--- src/rtl/imem_program_loader.sv ---
// -----------------------------------------------------------------------------
// imem_program_loader
//
// Shares the instruction memory's single address port between CPU fetch and a
// byte-serial program-load stream. During a load, incoming bytes are packed
// little-endian into 32-bit words that are written to byte addresses
// 0, 4, 8, ... while the CPU is held in stall. Once the last word is written,
// one DONE cycle follows and the port is handed back to the PC.
//
// Ports:
//   i_clk          system clock, all state changes on the rising edge
//   i_reset        synchronous, active-high reset
//   i_start        one-cycle load request, honoured only in IDLE
//   i_load_len     number of words to load, sampled together with i_start
//   i_byte_valid   host byte valid
//   i_byte_data    host byte
//   o_byte_ready   loader accepts a byte this cycle
//   i_cpu_pc       fetch address from the PC
//   o_mem_addr     address to the instruction memory (PC or loader address)
//   o_mem_we       instruction memory write enable (WRITE state only)
//   o_mem_wdata    assembled word for the instruction memory
//   o_cpu_stall    holds PC / register updates while a load is in progress
//   o_done         one-cycle pulse when a load completes
//   o_error        sticky: the last start carried an illegal length
// -----------------------------------------------------------------------------
module imem_program_loader #(
  parameter int ADDR_WIDTH = 32,
  parameter int DATA_WIDTH = 32,
  parameter int MAX_WORDS  = 32,
  parameter int LEN_WIDTH  = 8
) (
  input  logic                  i_clk,
  input  logic                  i_reset,
  input  logic                  i_start,
  input  logic [LEN_WIDTH-1:0]  i_load_len,
  input  logic                  i_byte_valid,
  input  logic [7:0]            i_byte_data,
  output logic                  o_byte_ready,
  input  logic [ADDR_WIDTH-1:0] i_cpu_pc,
  output logic [ADDR_WIDTH-1:0] o_mem_addr,
  output logic                  o_mem_we,
  output logic [DATA_WIDTH-1:0] o_mem_wdata,
  output logic                  o_cpu_stall,
  output logic                  o_done,
  output logic                  o_error
);

  // Word counter only needs to reach MAX_WORDS-1; keep at least one bit.
  localparam int          WCW       = (MAX_WORDS > 1) ? $clog2(MAX_WORDS) : 1;
  localparam logic [31:0] MAX_W_U   = MAX_WORDS;

  typedef enum logic [1:0] {
    S_IDLE,
    S_COLLECT,
    S_WRITE,
    S_DONE
  } state_t;

  state_t                r_state;
  state_t                w_next;
  logic [WCW-1:0]        r_word_cnt;
  logic [WCW-1:0]        r_last_idx;   // load_len-1, captured at start
  logic [1:0]            r_byte_cnt;
  logic [DATA_WIDTH-1:0] r_asm;
  logic                  r_error;

  logic                  w_len_zero;
  logic                  w_len_legal;
  logic                  w_last_word;
  logic [ADDR_WIDTH-1:0] w_loader_addr;

  assign w_len_zero    = (i_load_len == '0);
  assign w_len_legal   = !w_len_zero && (32'(i_load_len) <= MAX_W_U);
  assign w_last_word   = (r_word_cnt == r_last_idx);
  // Byte address of the current word: word_cnt * 4, widened to the port.
  assign w_loader_addr = ADDR_WIDTH'({r_word_cnt, 2'b00});

  assign o_mem_wdata   = r_asm;
  assign o_error       = r_error;

  // Next-state and port-arbitration decode.
  // NOTE: every signal gets a default before the case so no path leaves it
  // unassigned; otherwise synthesis infers a latch.
  always_comb begin
    w_next       = r_state;
    o_byte_ready = 1'b0;
    o_mem_we     = 1'b0;
    o_cpu_stall  = 1'b1;
    o_done       = 1'b0;
    o_mem_addr   = w_loader_addr;

    case (r_state)
      S_IDLE: begin
        o_cpu_stall = 1'b0;
        o_mem_addr  = i_cpu_pc;
        if (i_start) begin
          if (w_len_zero)       w_next = S_DONE;
          else if (w_len_legal) w_next = S_COLLECT;
        end
      end
      S_COLLECT: begin
        o_byte_ready = 1'b1;
        if (i_byte_valid && (r_byte_cnt == 2'd3)) w_next = S_WRITE;
      end
      S_WRITE: begin
        o_mem_we = 1'b1;
        w_next   = w_last_word ? S_DONE : S_COLLECT;
      end
      S_DONE: begin
        o_done     = 1'b1;
        o_mem_addr = i_cpu_pc;
        w_next     = S_IDLE;
      end
      default: w_next = S_IDLE;
    endcase
  end

  // State, counters, assembly register and sticky error.
  // NOTE: sequential state uses non-blocking assignments so every register
  // samples pre-edge values regardless of statement order.
  always_ff @(posedge i_clk) begin
    if (i_reset) begin
      r_state    <= S_IDLE;
      r_word_cnt <= '0;
      r_last_idx <= '0;
      r_byte_cnt <= '0;
      r_asm      <= '0;
      r_error    <= 1'b0;
    end else begin
      r_state <= w_next;
      case (r_state)
        S_IDLE: begin
          if (i_start) begin
            if (w_len_zero) begin
              r_error <= 1'b0;
            end else if (w_len_legal) begin
              r_error    <= 1'b0;
              r_word_cnt <= '0;
              r_byte_cnt <= '0;
              r_asm      <= '0;
              r_last_idx <= WCW'(i_load_len - 1'b1);
            end else begin
              r_error <= 1'b1;
            end
          end
        end
        S_COLLECT: begin
          // Byte n of a word lands in bits [8n+7:8n] (little-endian).
          if (i_byte_valid) begin
            r_asm[{r_byte_cnt, 3'b000} +: 8] <= i_byte_data;
            r_byte_cnt                       <= r_byte_cnt + 2'd1;
          end
        end
        S_WRITE: begin
          if (!w_last_word) begin
            r_word_cnt <= r_word_cnt + 1'b1;
            r_byte_cnt <= '0;
          end
        end
        default: ;
      endcase
    end
  end

endmodule

--- config.mk ---
export PLATFORM = sky130hd
export DESIGN_NAME = imem_program_loader
export DESIGN_NICKNAME = d
export VERILOG_FILES = /design/src/rtl/imem_program_loader.sv
export SDC_FILE = /design/constraint.sdc
export NUM_CORES = 1
export LEC_CHECK = 0
export BUFFER_PORTS_ARGS = -buffer_cell sky130_fd_sc_hd__buf_2
export CAP_MARGIN = 20
export CORE_ASPECT_RATIO = 1.1
export CORE_MARGIN = 8
export CORE_UTILIZATION = 50
export DETAILED_ROUTE_END_ITERATION = 6
export GPL_ROUTABILITY_DRIVEN = 0
export PLACE_DENSITY = 0.82
export REMOVE_ABC_BUFFERS = 1
export SYNTH_ARGS = -nofsm -noshare
export SYNTH_HDL_FRONTEND = slang
export SYNTH_SLANG_ARGS = --single-unit
--- constraint.sdc ---
create_clock -name i_clk -period 5.3 [get_ports i_clk]
set_clock_uncertainty 0.1 [all_clocks]
set_input_delay 0.53 -clock i_clk [delete_from_list [all_inputs] [get_ports i_clk]]
set_output_delay 0.53 -clock i_clk [all_outputs]
set_load 0.02 [all_outputs]
==> results of run 1 <==
-- metrics by stage --
stage | setup slack [ps] | std cells | utilization [%]
2_1_floorplan | 2630 | 278 | -
3_3_place_gp | 2770 | 458 | 64.5
3_5_place_dp | 2710 | 459 | 64.7
4_1_cts | 2380 | 467 | 67.0
5_1_grt | 2230 | 467 | 67.0
6_report | 2380 | 467 | 67.0
-- area by class of cell --
class | instances | share of cell area, %
Clock buffer | 5 | 2.07
Clock inverter | 3 | 1.39
Inverter | 12 | 1.35
Multi-Input combinational cell | 219 | 46.0
Sequential cell | 47 | 28.3
Tap cell | 58 | 2.18
Timing Repair Buffer | 123 | 18.8
-- flip-flops by register name, summed over array words and instances (netlist names) --
name	cells
r_state	2
r_last_idx	5
r_word_cnt	5
r_byte_cnt	2
o_mem_wdata	32
o_error	1
-- per-layer routing --
metal | routed length (um) | vias up | GRT usage, %
met5 | 0 | - | 0
met4 | 32 | 0 | 2.74
met3 | 662 | 4 | 7.33
met2 | 3340 | 102 | 31.1
met1 | 3290 | 1109 | 21.6
li1 | - | 1229 | -
-- cells in the mapped netlist (6+ instances only) --
library cell and count:
nand3_1 6, inv_1 12, nand2_1 58, a211oi_1 6, ha_1 13, xnor2_1 7, mux2i_1 25, nor2b_1 29
dfxtp_1 47, clkbuf_1 9, nor2_1 15, a22o_1 8
-- critical path, cell delays in order (launching register included) --
cell,delay [ps]
dfxtp_1,390
inv_1,100
ha_1,920
mux2_2,420
buf_2,160
-- cell families (layout without fill, tap and decap cells) --
| logic type | count (synthesis) | in the layout | share of synthesized area (%) |
|---|---|---|---|
| AO/OA/AOI/OAI | 34 | 34 | 10.3 |
| adder cells (fa/ha/maj) | 13 | 13 | 6.34 |
| buffers and inverters | 24 | 143 | 3.61 |
| AND/OR/NAND/NOR | 132 | 132 | 26.8 |
| multiplexers | 32 | 32 | 13.4 |
| XOR/XNOR | 8 | 8 | 2.73 |
| flip-flops | 47 | 47 | 36.7 |
-- how the worst max path moves through the flow --
| stage | from | endpoint | depth (start not counted) |
|---|---|---|---|
| after floorplan | i_load_len[0] | o_mem_wdata[0] | 7 |
| after global placement | r_state[0] | o_mem_addr[2] | 4 |
| after detailed placement | r_state[1] | o_mem_addr[2] | 4 |
| after CTS | r_state[1] | o_mem_addr[5] | 4 |
| after global routing | r_state[1] | o_mem_addr[3] | 4 |
| final | r_state[1] | o_mem_addr[5] | 4 |
-- power by group through the flow --
stage | combinational [W] | clock (W) | sequential [W]
5_1_grt | 0.000208 | 0.000293 | 0.000360
6_report | 0.000192 | 0.000267 | 0.000360
4_1_cts | 0.000194 | 0.000273 | 0.000360
2_1_floorplan | 0.000119 | 0 | 0.000369
3_5_place_dp | 0.000193 | 0 | 0.000368
3_3_place_gp | 0.000191 | 0 | 0.000368
==> flow_summary_export.csv, run 1 <==
group,metric,value,unit
route,antenna_left,0,
setup_path,r2r-end,"r_state[1]",
synth,synth_edf_count,0,
place,placed_area,3210,um^2
timing,setup_violations,0,
clock_tree,root_buffer,"clkbuf_8",
floorplan,core,4970,um^2
layout,seq_area,941,um^2
layout,nets,473,
place,io_buffers,120,
global_routing,grt-ovfl-total,0,
layout,mostFrequentLayoutCell,"buf_2",
layout,multiInputGateArea,1530,um^2
synth,yosys-top-cells-area,"dfxtp_1 37%, mux2i_1 9.8%, nand2_1 8.5%",
synth,yosysWarningCount,0,
setup_path,worstPathMaxFanout,32,
setup_path,ff2ff_setup_slack,3040,ps
floorplan,die-width,84.3,um
clock_tree,clk_latency,290,ps
clock_tree,holdBufCountCts,0,
setup_path,required,4670,ps
synth,async_flop_share,0,%
timing,rsz0062_at_grt,"no",
pwr,netSwitchingFraction,30.3,%
global_routing,grt_pass1_wl,12000,um
timing,fmax,342,MHz
route,via_per_inst,5.23,
layout,synthToLayoutAreaGrowth,29.9,%
route,vias,2444,
clock_tree,path_clk_slew,90,ps
floorplan,rows,27,
synth,synth.top_cell.area_share,36.7,%
route,dr.first_iter.drc_count,98,
clock_tree,htreeDepth,2,
setup_path,reg2regPathDepth,7,
layout,diodes,0,
synth,ys_seq_elements,47,
synth,syn_area,2560,um^2
pwr,power.share.clock,32.6,%
layout,final_area,3330,um^2
timing,worst_pin_slew,947,ps
floorplan,die-area,7680,um^2
flow_run,maxCapViolCount,0,
clock_tree,clock-sinks,47,
pwr,p_seq_share,43.9,%
worst_hold_path,hold_end,"r_last_idx[0]",
layout,n_fill_cell,426,
status,outcome,"complete, no violations",
timing,setup_tns,0,ps
timing,period_needed,2920,ps
layout,final_cell_mix,"120 x buf_2, 58 x nand2_1, 47 x dfxtp_1",
clock_tree,cts_buffer_depth,2,
pwr,peakVddDrop,0.000162,V
worst_hold_path,hold_depth,2,
route,route.detailed.drc,0,
place,dpl.hpwl,5820,um
timing,hold_viol_final,0,
global_routing,grt_usage,18.4,%
clock_tree,postCtsResizedCells,0,
floorplan,floorplan.initialDensity,51.6,%
setup_path,startpoint_type,"flop",
synth,synth_cell_types,44,
pwr,combPwrFrac,23.5,%
layout,drive_above_1_share,35.7,%
clock_tree,post-cts-setup-buffer-count,0,
route,firstDrtPassIters,4,
clock_tree,numCtsBuffers,5,
route,post_drt_wl_per_cell,15.7,um
global_routing,grt_max_degree,33,
clock_tree,cts_tree,"built",
pwr,leakage,1.48,nW
setup_path,timing.rr.start,"r_state[1]",
timing,holdWs,345,ps
pwr,total_power,0.000819,W
setup_path,critPathCaptureType,"primary output",
setup_path,crit_type,"reg -> out",
floorplan,dieHeight,91.1,um
global_routing,grt_pass1_vias,2483,
synth,synthCells,290,
timing,slew-limit-headroom,36.9,%
route,routed_wl,7320,um
setup_path,cp.arrival,2290,ps
timing,drv_slew,0,
timing,fin_crit_sh,55.1,%
worst_hold_path,min_from,"i_load_len[0]",
synth,seq_area_frac_synth,36.7,%
synth,yosysTopAreaCell,"dfxtp_1",
floorplan,ios,121,
global_routing,antenna_found_initial,0,
pwr,p_int,0.000571,W
pwr,p_per_area,246,nW/um^2
synth,synth_ff_type,"dfxtp_1",
worst_hold_path,hp-class,"in -> reg",
pwr,p_sw,0.000248,W
synth,syn_area_per_cell,8.84,um^2
Note: power is estimated with default switching activity, not from simulation.
==> inputs of run 2 (changes only) <==
--- a/config.mk
+++ b/config.mk
@@ -5,14 +5,15 @@
 export SDC_FILE = /design/constraint.sdc
 export NUM_CORES = 1
 export LEC_CHECK = 0
+export ABC_AREA = 1
 export BUFFER_PORTS_ARGS = -buffer_cell sky130_fd_sc_hd__buf_2
 export CAP_MARGIN = 20
 export CORE_ASPECT_RATIO = 1.1
 export CORE_MARGIN = 8
-export CORE_UTILIZATION = 50
+export CORE_UTILIZATION = 49
 export DETAILED_ROUTE_END_ITERATION = 6
 export GPL_ROUTABILITY_DRIVEN = 0
-export PLACE_DENSITY = 0.82
+export PLACE_DENSITY = 0.78
 export REMOVE_ABC_BUFFERS = 1
 export SYNTH_ARGS = -nofsm -noshare
 export SYNTH_HDL_FRONTEND = slang
==> constraint.sdc (replaced) <==
create_clock -name i_clk -period 2.87 [get_ports i_clk]
set_clock_uncertainty 0.1 [all_clocks]
set_input_delay 0.287 -clock i_clk [delete_from_list [all_inputs] [get_ports i_clk]]
set_output_delay 0.287 -clock i_clk [all_outputs]
set_load 0.02 [all_outputs]
==> flow_summary_export.csv, run 2 <==
group,metric,value,unit
floorplan,die-width,89.5,um
floorplan,die-area,8670,um^2
clock_tree,htreeDepth,2,
route,route.detailed.drc,0,
layout,final_cell_mix,"120 x buf_2, 94 x nor2_1, 89 x nand2_1",
layout,final_area,3600,um^2
setup_path,critPathLaunch,"r_state[0]",
timing,worst_pin_slew,550,ps
setup_path,timing.rr.start,"r_state[0]",
layout,nets,635,
worst_hold_path,hold_depth,2,
pwr,p_per_area,1010,nW/um^2
setup_path,reg2regPathDepth,9,
layout,drive_above_1_share,24.9,%
synth,yosys-top-cells-area,"dfxtp_1 32%, nor2_1 12%, nand2_1 11%",
clock_tree,numCtsBuffers,5,
setup_path,cp.arrival,2440,ps
route,vias,3260,
clock_tree,post-cts-setup-buffer-count,0,
flow_run,maxCapViolCount,0,
synth,synth_edf_count,0,
timing,drv_slew,0,
timing,setup_violations,0,
setup_path,crit_type,"reg -> reg",
timing,fin_crit_sh,83.0,%
floorplan,dieHeight,96.9,um
floorplan,floorplan.initialDensity,50.5,%
route,dr.first_iter.drc_count,277,
global_routing,grt_pass1_vias,2995,
setup_path,ff2ff_setup_slack,490,ps
route,antenna_left,0,
floorplan,rows,29,
global_routing,grt_pass1_wl,13400,um
layout,fin_cells,648,
global_routing,antenna_found_initial,0,
setup_path,critPathCaptureType,"flop",
timing,rsz0062_at_grt,"no",
timing,period_needed,2380,ps
synth,seq_area_frac_synth,32.3,%
layout,synthToLayoutAreaGrowth,23.6,%
layout,n_fill_cell,542,
timing,setup_slack,488,ps
synth,synth.top_cell.area_share,32.3,%
global_routing,grt-ovfl-total,0,
setup_path,worstSetupEndpoint,"o_mem_wdata[10]",
synth,synth.most_common_cell,"nor2_1",
place,placed_area,3520,um^2
clock_tree,cts_tree,"built",
worst_hold_path,hp-class,"in -> reg",
layout,mostFrequentLayoutCell,"buf_2",
layout,largest_reg_flops,32,
place,io_buffers,120,
synth,syn_area,2910,um^2
setup_path,startpoint_type,"flop",
clock_tree,clock-sinks,47,
route,post_drt_wl_per_cell,12.4,um
pwr,leakage,1.85,nW
floorplan,ios,121,
route,firstDrtPassIters,6,
place,placedCellCount,640,
synth,synthCells,462,
floorplan,core,5770,um^2
timing,setup_tns,0,ps
clock_tree,postCtsResizedCells,0,
synth,yosysTopAreaCell,"dfxtp_1",
clock_tree,path_clk_slew,80,ps
route,via_per_inst,5.03,
synth,syn_area_per_cell,6.31,um^2
pwr,peakVddDrop,0.000596,V
synth,async_flop_share,0,%
synth,synth_ff_type,"dfxtp_1",
worst_hold_path,min_from,"i_load_len[0]",
global_routing,grt_max_degree,38,
setup_path,r2r-end,"o_mem_wdata[10]",
synth,ys_seq_elements,47,
timing,hold_viol_final,0,
timing,holdWs,94.8,ps
setup_path,required,2930,ps
clock_tree,cts_buffer_depth,2,
timing,fmax,420,MHz
place,dpl.hpwl,6390,um
synth,yosysWarningCount,0,
synth,synth.top_cells.by_count,"94 x nor2_1, 89 x nand2_1, 65 x inv_1",
synth,synth_cell_types,29,
layout,diodes,0,
clock_tree,holdBufCountCts,0,
status,outcome,"complete, no violations",
clock_tree,clk_latency,300,ps
timing,slew-limit-headroom,63.3,%
clock_tree,root_buffer,"clkbuf_8",
global_routing,grt_usage,18.8,%
route,routed_wl,8060,um
place,dpl_worst_slack,529,ps
setup_path,worstPathMaxFanout,17,
[run 2: per-stage QoR]
| stage | power, W | util (%) |
|---|---|---|
| after global placement | 0.00323 | 61.0 |
| final | 0.00365 | 62.4 |
| after CTS | 0.00367 | 62.4 |
| after floorplan | 0.00257 | - |
| after global routing | 0.00400 | 62.4 |
| after detailed placement | 0.00328 | 61.0 |
[run 2: routing by layer]
metal	part of all wire [%]	up-vias	wire, um	track usage [%]
li1	-	1683	-	-
met1	42	1426	3380	22.8
met2	46	146	3720	30.6
met3	11	5	893	6.60
met4	0.83	0	67	4.10
met5	0	-	0	0
[run 2: layout make-up]
| type | instances | area (um^2) | area share [%] |
|---|---|---|---|
| Clock buffer | 7 | 76.3 | 2.12 |
| Clock inverter | 1 | 5.00 | 0.139 |
| Tap cell | 77 | 96.3 | 2.67 |
| Timing Repair Buffer | 122 | 616 | 17.1 |
| Inverter | 68 | 255 | 7.09 |
| Sequential cell | 47 | 941 | 26.1 |
| Multi-Input combinational cell | 326 | 1610 | 44.8 |
[run 2: logic make-up after synthesis]
| group | share of synthesized area [%] |
|---|---|
| simple gates | 39.4 |
| buf+inv | 12.4 |
| compound gates | 9.45 |
| flops | 32.3 |
| fa+ha+maj | 5.58 |
| xor+xnor | 0.902 |
[run 2: worst min path at each step]
| stage | endpoint | slack (ps) |
|---|---|---|
| 2_1_floorplan | o_mem_wdata[10] | 260 |
| 3_3_place_gp | o_mem_wdata[3] | 340 |
| 3_5_place_dp | o_mem_wdata[9] | 350 |
| 4_1_cts | r_last_idx[0] | 90 |
| 5_1_grt | r_last_idx[0] | 120 |
| 6_report | r_last_idx[0] | 90 |
[run 2: power breakdown]
group          switching, W  total [W]  leakage (nW)  internal (W)
Sequential         0.000105   0.000869         0.381      0.000765
Combinational       0.00171    0.00240          1.43      0.000693
Clock              0.000208   0.000379        0.0422      0.000171
[run 2: worst max-delay path, stage by stage (launching register included)]
cell and delay, ps:
dfxtp_1 390, inv_1 100, ha_1 350, nand2_2 160
nand2_2 90, a21oi_4 390, buf_4 300, nand3_2 180
nand2_1 110, a21oi_1 60
==> inputs of run 3 (changes only) <==
--- a/config.mk
+++ b/config.mk
@@ -5,15 +5,15 @@
 export SDC_FILE = /design/constraint.sdc
 export NUM_CORES = 1
 export LEC_CHECK = 0
-export ABC_AREA = 1
+export ABC_AREA = 0
 export BUFFER_PORTS_ARGS = -buffer_cell sky130_fd_sc_hd__buf_2
 export CAP_MARGIN = 20
 export CORE_ASPECT_RATIO = 1.1
 export CORE_MARGIN = 8
-export CORE_UTILIZATION = 49
+export CORE_UTILIZATION = 42
 export DETAILED_ROUTE_END_ITERATION = 6
 export GPL_ROUTABILITY_DRIVEN = 0
-export PLACE_DENSITY = 0.78
+export PLACE_DENSITY = 0.73
 export REMOVE_ABC_BUFFERS = 1
 export SYNTH_ARGS = -nofsm -noshare
 export SYNTH_HDL_FRONTEND = slang
==> constraint.sdc (replaced) <==
create_clock -name i_clk -period 2.14 [get_ports i_clk]
set_clock_uncertainty 0.1 [all_clocks]
set_input_delay 0.214 -clock i_clk [delete_from_list [all_inputs] [get_ports i_clk]]
set_output_delay 0.214 -clock i_clk [all_outputs]
set_load 0.02 [all_outputs]
==> flow_summary_export.csv, run 3 (synthesized netlist as in run 1, its figures left out) <==
group,metric,value,unit
status,outcome,"complete, no violations",
route,antenna_left,0,
route,route.detailed.drc,0,
setup_path,ff2ff_setup_slack,150,ps
setup_path,startpoint_type,"flop",
floorplan,die-width,90.5,um
worst_hold_path,hp-class,"in -> reg",
route,dr.first_iter.drc_count,84,
layout,mostFrequentLayoutCell,"buf_2",
route,firstDrtPassIters,6,
place,io_buffers,120,
timing,fmax,488,MHz
global_routing,grt-ovfl-total,0,
clock_tree,cts_buffer_depth,2,
global_routing,grt_max_degree,28,
floorplan,floorplan.initialDensity,42.4,%
clock_tree,clock-sinks,47,
layout,n_fill_cell,557,
layout,final_cell_mix,"120 x buf_2, 58 x nand2_1, 47 x dfxtp_1",
layout,nets,484,
clock_tree,holdBufCountCts,0,
pwr,peakVddDrop,0.000360,V
setup_path,required,1830,ps
layout,diodes,0,
global_routing,grt_usage,16.1,%
clock_tree,clk_latency,290,ps
route,vias,2476,
route,post_drt_wl_per_cell,14.6,um
clock_tree,path_clk_slew,80,ps
timing,slew-limit-headroom,66.1,%
timing,drv_slew,0,
layout,multiInputGateArea,1540,um^2
floorplan,core,6040,um^2
route,routed_wl,7270,um
setup_path,worstPathMaxFanout,6,
pwr,p_per_area,591,nW/um^2
clock_tree,root_buffer,"clkbuf_8",
clock_tree,postCtsResizedCells,1,
flow_run,maxCapViolCount,0,
global_routing,grt_pass1_vias,2570,
setup_path,critPathCaptureType,"primary output",
timing,hold_viol_final,0,
floorplan,die-area,8860,um^2
pwr,leakage,1.53,nW
layout,largest_reg_flops,32,
floorplan,ios,121,
timing,period_needed,2050,ps
clock_tree,post-cts-setup-buffer-count,0,
place,dpl.hpwl,5730,um
timing,holdWs,30.8,ps
global_routing,grt_pass1_wl,12200,um
timing,fin_crit_sh,95.8,%
layout,drive_above_1_share,37.9,%
timing,setup_tns,0,ps
timing,setup_violations,0,
setup_path,cp.arrival,1740,ps
floorplan,rows,30,
clock_tree,htreeDepth,2,
timing,rsz0062_at_grt,"no",
floorplan,dieHeight,97.9,um
timing,worst_pin_slew,507,ps
setup_path,crit_type,"reg -> out",
layout,seq_area,941,um^2
route,via_per_inst,4.96,
global_routing,antenna_found_initial,0,
clock_tree,cts_tree,"built",
clock_tree,numCtsBuffers,5,
layout,synthToLayoutAreaGrowth,34.4,%
-- run 3: report_power, final --
group	switching (W)	total, W	internal [W]
combinational	0.000304	0.000507	0.000204
clock	0.000295	0.000637	0.000342
sequential	0.00000726	0.000891	0.000883
-- run 3: routing by layer --
layer | global-route usage, % | vias to the layer above | share of wire, %
met1 | 17.7 | 1135 | 42
met2 | 27.8 | 90 | 47
met4 | 3.72 | 0 | 1.1
met3 | 7.21 | 7 | 9.7
li1 | - | 1244 | -
met5 | 0 | - | 0
-- run 3: through the flow --
step	total power, W	setup WS, ps	instances	instance area (um^2)	util (%)
2_1_floorplan	0.00121	-371	278	2520	-
3_3_place_gp	0.00141	20.6	492	3320	55.0
3_5_place_dp	0.00141	-69.5	492	3320	55.0
4_1_cts	0.00205	7.33	499	3430	56.8
5_1_grt	0.00213	3.59	499	3450	57.0
6_report	0.00204	89.6	499	3450	57.0
-- run 3: area by class of cell --
cell class                 instances  share of cell area [%]
timing repair buffer             134                    20.6
multi-input combinational        219                    44.8
inverter                          12                    1.31
tap                               80                    2.90
clock buffer                       5                    2.00
clock inverter                     2                    1.09
sequential                        47                    27.3
-- run 3: final timing paths --
path | start | endpoint | depth (start not counted)
worst min register to register | o_mem_wdata[14] | o_mem_wdata[14] | 2
worst min-delay path | i_load_len[0] | r_last_idx[0] | 2
worst max register to register | r_state[1] | o_mem_wdata[30] | 7
worst max-delay path | r_state[0] | o_mem_addr[3] | 4
-- run 3: critical path, cell delays in order (launching register included) --
cell and delay [ps]:
dfxtp_1 400, inv_1 100, ha_2 430, mux2_2 350
buf_2 160
